--- config.mk ---
export PLATFORM = sky130hd
export DESIGN_NAME = axi_burst_master_port
export DESIGN_NICKNAME = d
export VERILOG_FILES = /design/src/rtl/axi_burst_master_port.sv
export SDC_FILE = /design/constraint.sdc
export NUM_CORES = 1
export LEC_CHECK = 0
export CORE_ASPECT_RATIO = 0.8
export CORE_MARGIN = 4
export CORE_UTILIZATION = 33
export CTS_CLUSTER_SIZE = 12
export DETAILED_ROUTE_END_ITERATION = 7
export HOLD_SLACK_MARGIN = 0.1
export PLACE_DENSITY_LB_ADDON = 0.05
export SETUP_SLACK_MARGIN = 0.5
export SYNTH_ARGS = -nofsm -noshare
export SYNTH_HDL_FRONTEND = slang
export SYNTH_SLANG_ARGS = --single-unit
--- constraint.sdc ---
create_clock -name clk -period 2.66 [get_ports clk]
set_clock_uncertainty 0.05 [all_clocks]
set_input_delay 0.532 -clock clk [delete_from_list [all_inputs] [get_ports clk]]
set_output_delay 0.532 -clock clk [all_outputs]
set_load 0.05 [all_outputs]
--- src/rtl/axi_burst_master_port.sv ---
// AXI4 master port: converts one CPU-side request (single beat or INCR burst,
// read or write) into a complete AXI transaction, one transaction in flight.
module axi_burst_master_port #(
    parameter int ADDR_W    = 32,
    parameter int DATA_W    = 32,
    parameter int ID_W      = 4,
    parameter int LEN_W     = 4,
    parameter int MASTER_ID = 0
) (
    input  logic                  clk,
    input  logic                  rst,

    input  logic                  req_valid,
    output logic                  req_ready,
    input  logic                  req_we,
    input  logic [ADDR_W-1:0]     req_addr,
    input  logic [LEN_W-1:0]      req_len,

    input  logic                  wd_valid,
    input  logic [DATA_W-1:0]     wd_data,
    input  logic [DATA_W/8-1:0]   wd_strb,
    output logic                  wd_ready,

    output logic                  rd_valid,
    output logic [DATA_W-1:0]     rd_data,
    output logic                  rd_last,

    output logic                  rsp_valid,
    output logic                  rsp_err,

    output logic [ID_W-1:0]       ARID,
    output logic [ADDR_W-1:0]     ARADDR,
    output logic [LEN_W-1:0]      ARLEN,
    output logic [2:0]            ARSIZE,
    output logic [1:0]            ARBURST,
    output logic                  ARVALID,
    input  logic                  ARREADY,

    input  logic [ID_W-1:0]       RID,
    input  logic [DATA_W-1:0]     RDATA,
    input  logic [1:0]            RRESP,
    input  logic                  RLAST,
    input  logic                  RVALID,
    output logic                  RREADY,

    output logic [ID_W-1:0]       AWID,
    output logic [ADDR_W-1:0]     AWADDR,
    output logic [LEN_W-1:0]      AWLEN,
    output logic [2:0]            AWSIZE,
    output logic [1:0]            AWBURST,
    output logic                  AWVALID,
    input  logic                  AWREADY,

    output logic [DATA_W-1:0]     WDATA,
    output logic [DATA_W/8-1:0]   WSTRB,
    output logic                  WLAST,
    output logic                  WVALID,
    input  logic                  WREADY,

    input  logic [ID_W-1:0]       BID,
    input  logic [1:0]            BRESP,
    input  logic                  BVALID,
    output logic                  BREADY
);

    localparam int STRB_W = DATA_W / 8;
    localparam int SIZE   = $clog2(STRB_W);
    localparam int CHK_W  = LEN_W + 14;

    typedef enum logic [2:0] {IDLE, AR, R, WR, B, ERR} state_t;

    state_t            state;
    logic [ADDR_W-1:0] addr_q;
    logic [LEN_W-1:0]  len_q;
    logic              we_q;
    logic [LEN_W-1:0]  count;
    logic              err;
    logic              aw_done;
    logic              w_active;

    logic [ADDR_W-1:0] addr_al;
    logic [CHK_W-1:0]  span_end;
    logic              crosses_4k;
    logic              r_hs;
    logic              w_hs;
    logic              aw_hs;
    logic              last_beat;

    assign ARID    = ID_W'(MASTER_ID);
    assign AWID    = ID_W'(MASTER_ID);
    assign ARBURST = 2'b01;
    assign AWBURST = 2'b01;
    assign ARSIZE  = 3'(SIZE);
    assign AWSIZE  = 3'(SIZE);
    assign ARADDR  = addr_q;
    assign AWADDR  = addr_q;
    assign ARLEN   = len_q;
    assign AWLEN   = len_q;

    assign rd_valid = RVALID && RREADY;
    assign rd_data  = RDATA;
    assign rd_last  = RLAST && RREADY;

    // Write data streams straight through while the burst still owes beats
    assign WVALID   = wd_valid && w_active;
    assign WDATA    = wd_data;
    assign WSTRB    = wd_strb;
    assign WLAST    = w_active && last_beat;
    assign wd_ready = WREADY && w_active;

    assign r_hs      = RVALID && RREADY;
    assign w_hs      = WVALID && WREADY;
    assign aw_hs     = AWVALID && AWREADY;
    assign last_beat = (count == len_q);

    // A burst whose last byte lands past the end of its 4KB page is refused
    assign addr_al    = req_addr & ~ADDR_W'(STRB_W - 1);
    assign span_end   = CHK_W'(addr_al[11:0]) + ((CHK_W'(req_len) + CHK_W'(1)) << SIZE);
    assign crosses_4k = span_end > CHK_W'(4096);

    logic unused_inputs;
    assign unused_inputs = ^{RID, BID, RRESP[0], BRESP[0], we_q};

    always_ff @(posedge clk or posedge rst) begin
        if (rst) begin
            state     <= IDLE;
            addr_q    <= '0;
            len_q     <= '0;
            we_q      <= 1'b0;
            count     <= '0;
            err       <= 1'b0;
            aw_done   <= 1'b0;
            w_active  <= 1'b0;
            req_ready <= 1'b0;
            ARVALID   <= 1'b0;
            RREADY    <= 1'b0;
            AWVALID   <= 1'b0;
            BREADY    <= 1'b0;
            rsp_valid <= 1'b0;
            rsp_err   <= 1'b0;
        end else begin
            rsp_valid <= 1'b0;
            rsp_err   <= 1'b0;
            case (state)
                IDLE: begin
                    if (req_valid && req_ready) begin
                        req_ready <= 1'b0;
                        addr_q    <= addr_al;
                        len_q     <= req_len;
                        we_q      <= req_we;
                        count     <= '0;
                        err       <= 1'b0;
                        aw_done   <= 1'b0;
                        if (crosses_4k) begin
                            state <= ERR;
                        end else if (req_we) begin
                            state    <= WR;
                            AWVALID  <= 1'b1;
                            w_active <= 1'b1;
                        end else begin
                            state   <= AR;
                            ARVALID <= 1'b1;
                        end
                    end else begin
                        req_ready <= 1'b1;
                    end
                end
                ERR: begin
                    rsp_valid <= 1'b1;
                    rsp_err   <= 1'b1;
                    state     <= IDLE;
                end
                AR: begin
                    if (ARREADY) begin
                        ARVALID <= 1'b0;
                        RREADY  <= 1'b1;
                        state   <= R;
                    end
                end
                R: begin
                    // A mismatch between RLAST and the expected beat count is an error
                    if (r_hs) begin
                        if (RLAST || last_beat) begin
                            RREADY    <= 1'b0;
                            rsp_valid <= 1'b1;
                            rsp_err   <= err | RRESP[1] | (RLAST != last_beat);
                            state     <= IDLE;
                        end else begin
                            count <= count + LEN_W'(1);
                            err   <= err | RRESP[1];
                        end
                    end
                end
                WR: begin
                    if (aw_hs) begin
                        AWVALID <= 1'b0;
                        aw_done <= 1'b1;
                    end
                    if (w_hs) begin
                        if (last_beat) w_active <= 1'b0;
                        else           count    <= count + LEN_W'(1);
                    end
                    if ((aw_done || aw_hs) && (!w_active || (w_hs && last_beat))) begin
                        BREADY <= 1'b1;
                        state  <= B;
                    end
                end
                B: begin
                    if (BVALID) begin
                        BREADY    <= 1'b0;
                        rsp_valid <= 1'b1;
                        rsp_err   <= BRESP[1];
                        state     <= IDLE;
                    end
                end
                default: state <= IDLE;
            endcase
        end
    end

endmodule
==> metrics.csv <==
stage,metric,value,unit
logic_synthesis,Post-Synth XOR/XNOR Area,2.468,%
global_route,pin count of the biggest net entering global routing,32,
worst_setup_path,CP endpoint kind,register,
timing,RSZ-0062 raised after global routing,yes,
timing,Final Max Slew Viols,0,
logic_synthesis,biggest area consumer among synthesized cells,dfrtp_1,
logic_synthesis,Compound-Gate Fraction of Synth Area,7.546,%
floorplanning,I/O pins,297,
final_layout,Final Util,45.14,%
clocking,Clock Pin Slew Worst Setup and Hold Paths,0.07,ns
logic_synthesis,Yosys cell types,44,
worst_setup_path,Critical Path Fanout Max,5,
clocking,CTS root buf,clkbuf_16,
logic_synthesis,Yosys top cell area share,35.97,%
power,Tot Pwr,6.531,mW
floorplanning,total core area,0.01036,mm^2
final_layout,fill count,1029,
logic_synthesis,Post-Synth Adder-Cell Area,3.738,%
worst_setup_path,Crit Path Class,in -> reg,
final_layout,register area,0.001276,mm^2
logic_synthesis,Synthesis Warnings,0,
timing,minimum clock period,2.672,ns
power,pwr dens,1396,mW/mm^2
logic_synthesis,largest family of logic cells by synthesized area,buffers and inverters,
logic_synthesis,"Seq/Total Area, Yosys",35.97,%
route,DRT antenna net count,0,
timing,final hold vios,0,
route,1st-iter DRT viols,186,
route,wire length per cell,14.23,um
placed_design,hpwl dp,6.851,mm
clocking,TritonCTS Buffers,5,
timing,Max Freq,0.3742,GHz
global_route,Tot GR Track Use,14.06,%
route,number of remaining DRC errors,0,
final_layout,Final Non-Filler Cells,631,
power,cell leakage power,2.230,nW
route,Routed WL,8.977,mm
timing,final worst slack,-0.01210,ns
floorplanning,Die X,123.9,um
timing,slew of the pin with the lowest slew margin,0.5420,ns
route,vias per cell,4.496,
floorplanning,row count,33,
logic_synthesis,Commonest cells post-synth,"buf_4 (124), nand2_1 (114), dfrtp_1 (51), nor2_1 (15), o21ai_0 (13)",
worst_setup_path,CP max stage delay,0.43,ns
global_route,vias in the first global route,2791,
worst_setup_path,Buf/Inv on CP,2,
placed_design,placed insts,608,
timing,final worst path period share,100.5,%
floorplanning,Die ar.,0.01249,mm^2
floorplanning,Initial Util,34.24,%
route,Vias,2837,
final_layout,area of the multi-input gates,0.001416,mm^2
logic_synthesis,"Avg Cell Area, Syn",8.195,um^2
route,drt pass-1 iters,4,
logic_synthesis,Async SR Flop Fraction,100.0,%
timing,WHS,0.4219,ns
logic_synthesis,Synth Cell Area,0.003548,mm^2
floorplanning,DIE HEIGHT,100.7,um
worst_setup_path,cell family with most CP delay,compound AO/OA/AOI/OAI gates,
final_layout,Layout Nets,627,
worst_setup_path,crit path cell chain,"buf_8, ha_4, fa_2, and3_4, or4_4, a2111oi_4, o21ai_2, o31ai_4, buf_4, o21ai_1",
global_route,initial antenna violation count,0,
worst_setup_path,crit path DAT,2.81,ns
final_layout,Layout Area Growth over Synthesis,31.84,%
logic_synthesis,Post-Synthesis Cells,433,
clocking,CTS sink cnt,51,
min_path,HP Class,reg -> reg,
clocking,H-tree levels,2,
run_status,status,finished with violations,
placed_design,port buffer count,126,
logic_synthesis,multiplexer share of the synthesized area,0.5994,%
timing,headroom to the max-slew limit,63.81,%
final_layout,Antenna Cells,0,
final_layout,layout cell share with drive strength beyond 1,17.11,%
clocking,TritonCTS clock tree,done,
worst_setup_path,startpoint types,input port,
global_route,grt ovf,0,
flow_run,Max-Cap Viols,0,
logic_synthesis,top_reg_cell synth,dfrtp_1,
placed_design,Final Wtd Congestion,0.7726,
run_status,failing checks,negative setup slack,
timing,setup violators final,1,
worst_setup_path,CP max-delay cell,or4_4,
power,VDD IR max,0.6379,mV
clocking,"Hold-fix buffers, CTS",0,
logic_synthesis,simple-gate share of the synthesized area,20.56,%
placed_design,pre-CTS setup slack,-0.8124,ns
logic_synthesis,Synth Register Bits,51,
logic_synthesis,Post-synth EDFFs,0,
clocking,clock latency on the worst-skew pair,0.30,ns
clocking,Clock Path Buffers,2,
global_route,first-pass GRT wire length,14.02,mm
logic_synthesis,Synth area leaders,"dfrtp_1 (36%), buf_4 (26%), nand2_1 (12%)",
logic_synthesis,"count leader, synth",buf_4,
worst_setup_path,worst path required time,2.80,ns
## flip-flops by register name (all words and copies together), names as in the netlist, 3 cells and up
name and flops:
ARADDR 30, ARLEN 4, count 4, state 3
## routing by layer
layer,routed length (um),global-route usage [%],up-vias,part of all wire [%]
met1,4196,19.78,1315,47
met4,104,3.451,0,1.2
met5,0,0,-,0
met2,3854,20.48,145,43
li1,-,-,1359,-
met3,822,5.163,18,9.2
## timing repair
item,4_1_cts,5_1_grt
setup buffers,5,10
pin swaps,10,20
setup endpoints to repair,10,14
resized for setup,39,16
## final timing paths
path	from	to	slack [ns]	depth (start not counted)
setup / recovery	req_len[0]	state[2]	-0.01	10
hold / removal	err	err	0.42	2
setup reg to reg	ARLEN[2]	state[1]	0.59	8
hold reg to reg	err	err	0.42	2
max in group asynchronous	rst	ARADDR[2]	1.49	3
min in group asynchronous	rst	ARADDR[17]	0.53	2
## placed cells by master, fill, tap and decap left out, drive strengths merged, types with 2 or more instances in the layout
cell type / Yosys / layout
nor3: 6 / 6
xor2: 5 / 5
o211ai: 2 / 2
o21ai: 15 / 15
and3: 3 / 3
dlymetal6s2s: 0 / 5
ha: 9 / 9
a21oi: 10 / 10
inv: 12 / 12
nor2: 15 / 15
conb: 2 / 22
nand3: 12 / 12
o31ai: 3 / 3
nor4: 2 / 2
dfrtp: 51 / 51
nand4: 5 / 5
nand2b: 2 / 2
clkbuf: 9 / 6
clkdlybuf4s50: 0 / 104
xnor2: 5 / 5
buf: 128 / 51
dlygate4sd2: 0 / 7
and2: 6 / 6
nand2: 114 / 114
## power by group
| part | internal [mW] | leakage [nW] | switching, mW |
|---|---|---|---|
| sequential | 1.11 | 0.634 | 0.344 |
| clock | 0.469 | 0.0868 | 0.306 |
| combinational | 1.43 | 1.51 | 2.87 |
## worst register-to-register path: cells and delay by family, from the launching register on
kind                       cells  cell delay, ns
buffers and inverters          1            0.14
DFF                            1            0.43
xor gates and xnor gates       1            0.17
and+or+nand+nor                2            0.55
AOI/OAI and AO/OA              3            0.41
adders and majority gates      1            0.28
## through the flow
stage / area [um^2] / TNS (ns)
detailed placement: 4325 / -3.870
global placement: 4325 / -3.678
finish: 4678 / -0.01210
CTS: 4552 / -0.2523
floorplan: 3657 / -0.1266
global route: 4678 / -0.3953
## cells by family after synthesis
logic type / count (synthesis)
other: 2
DFF: 51
AOI/OAI and AO/OA: 40
and+or+nand+nor: 169
xor gates and xnor gates: 10
buffers and inverters: 149
adders and majority gates: 10
muxes: 2
## final cells by class
class | count | share of cell area, %
multi-input cells | 253 | 30.28
well taps | 140 | 3.744
clock inverters | 2 | 0.7489
flip-flops and latches | 51 | 27.28
clock buffers | 6 | 2.969
repair buffers | 167 | 34.02
inverters | 12 | 0.9628
(Power assumes the default switching activity.)
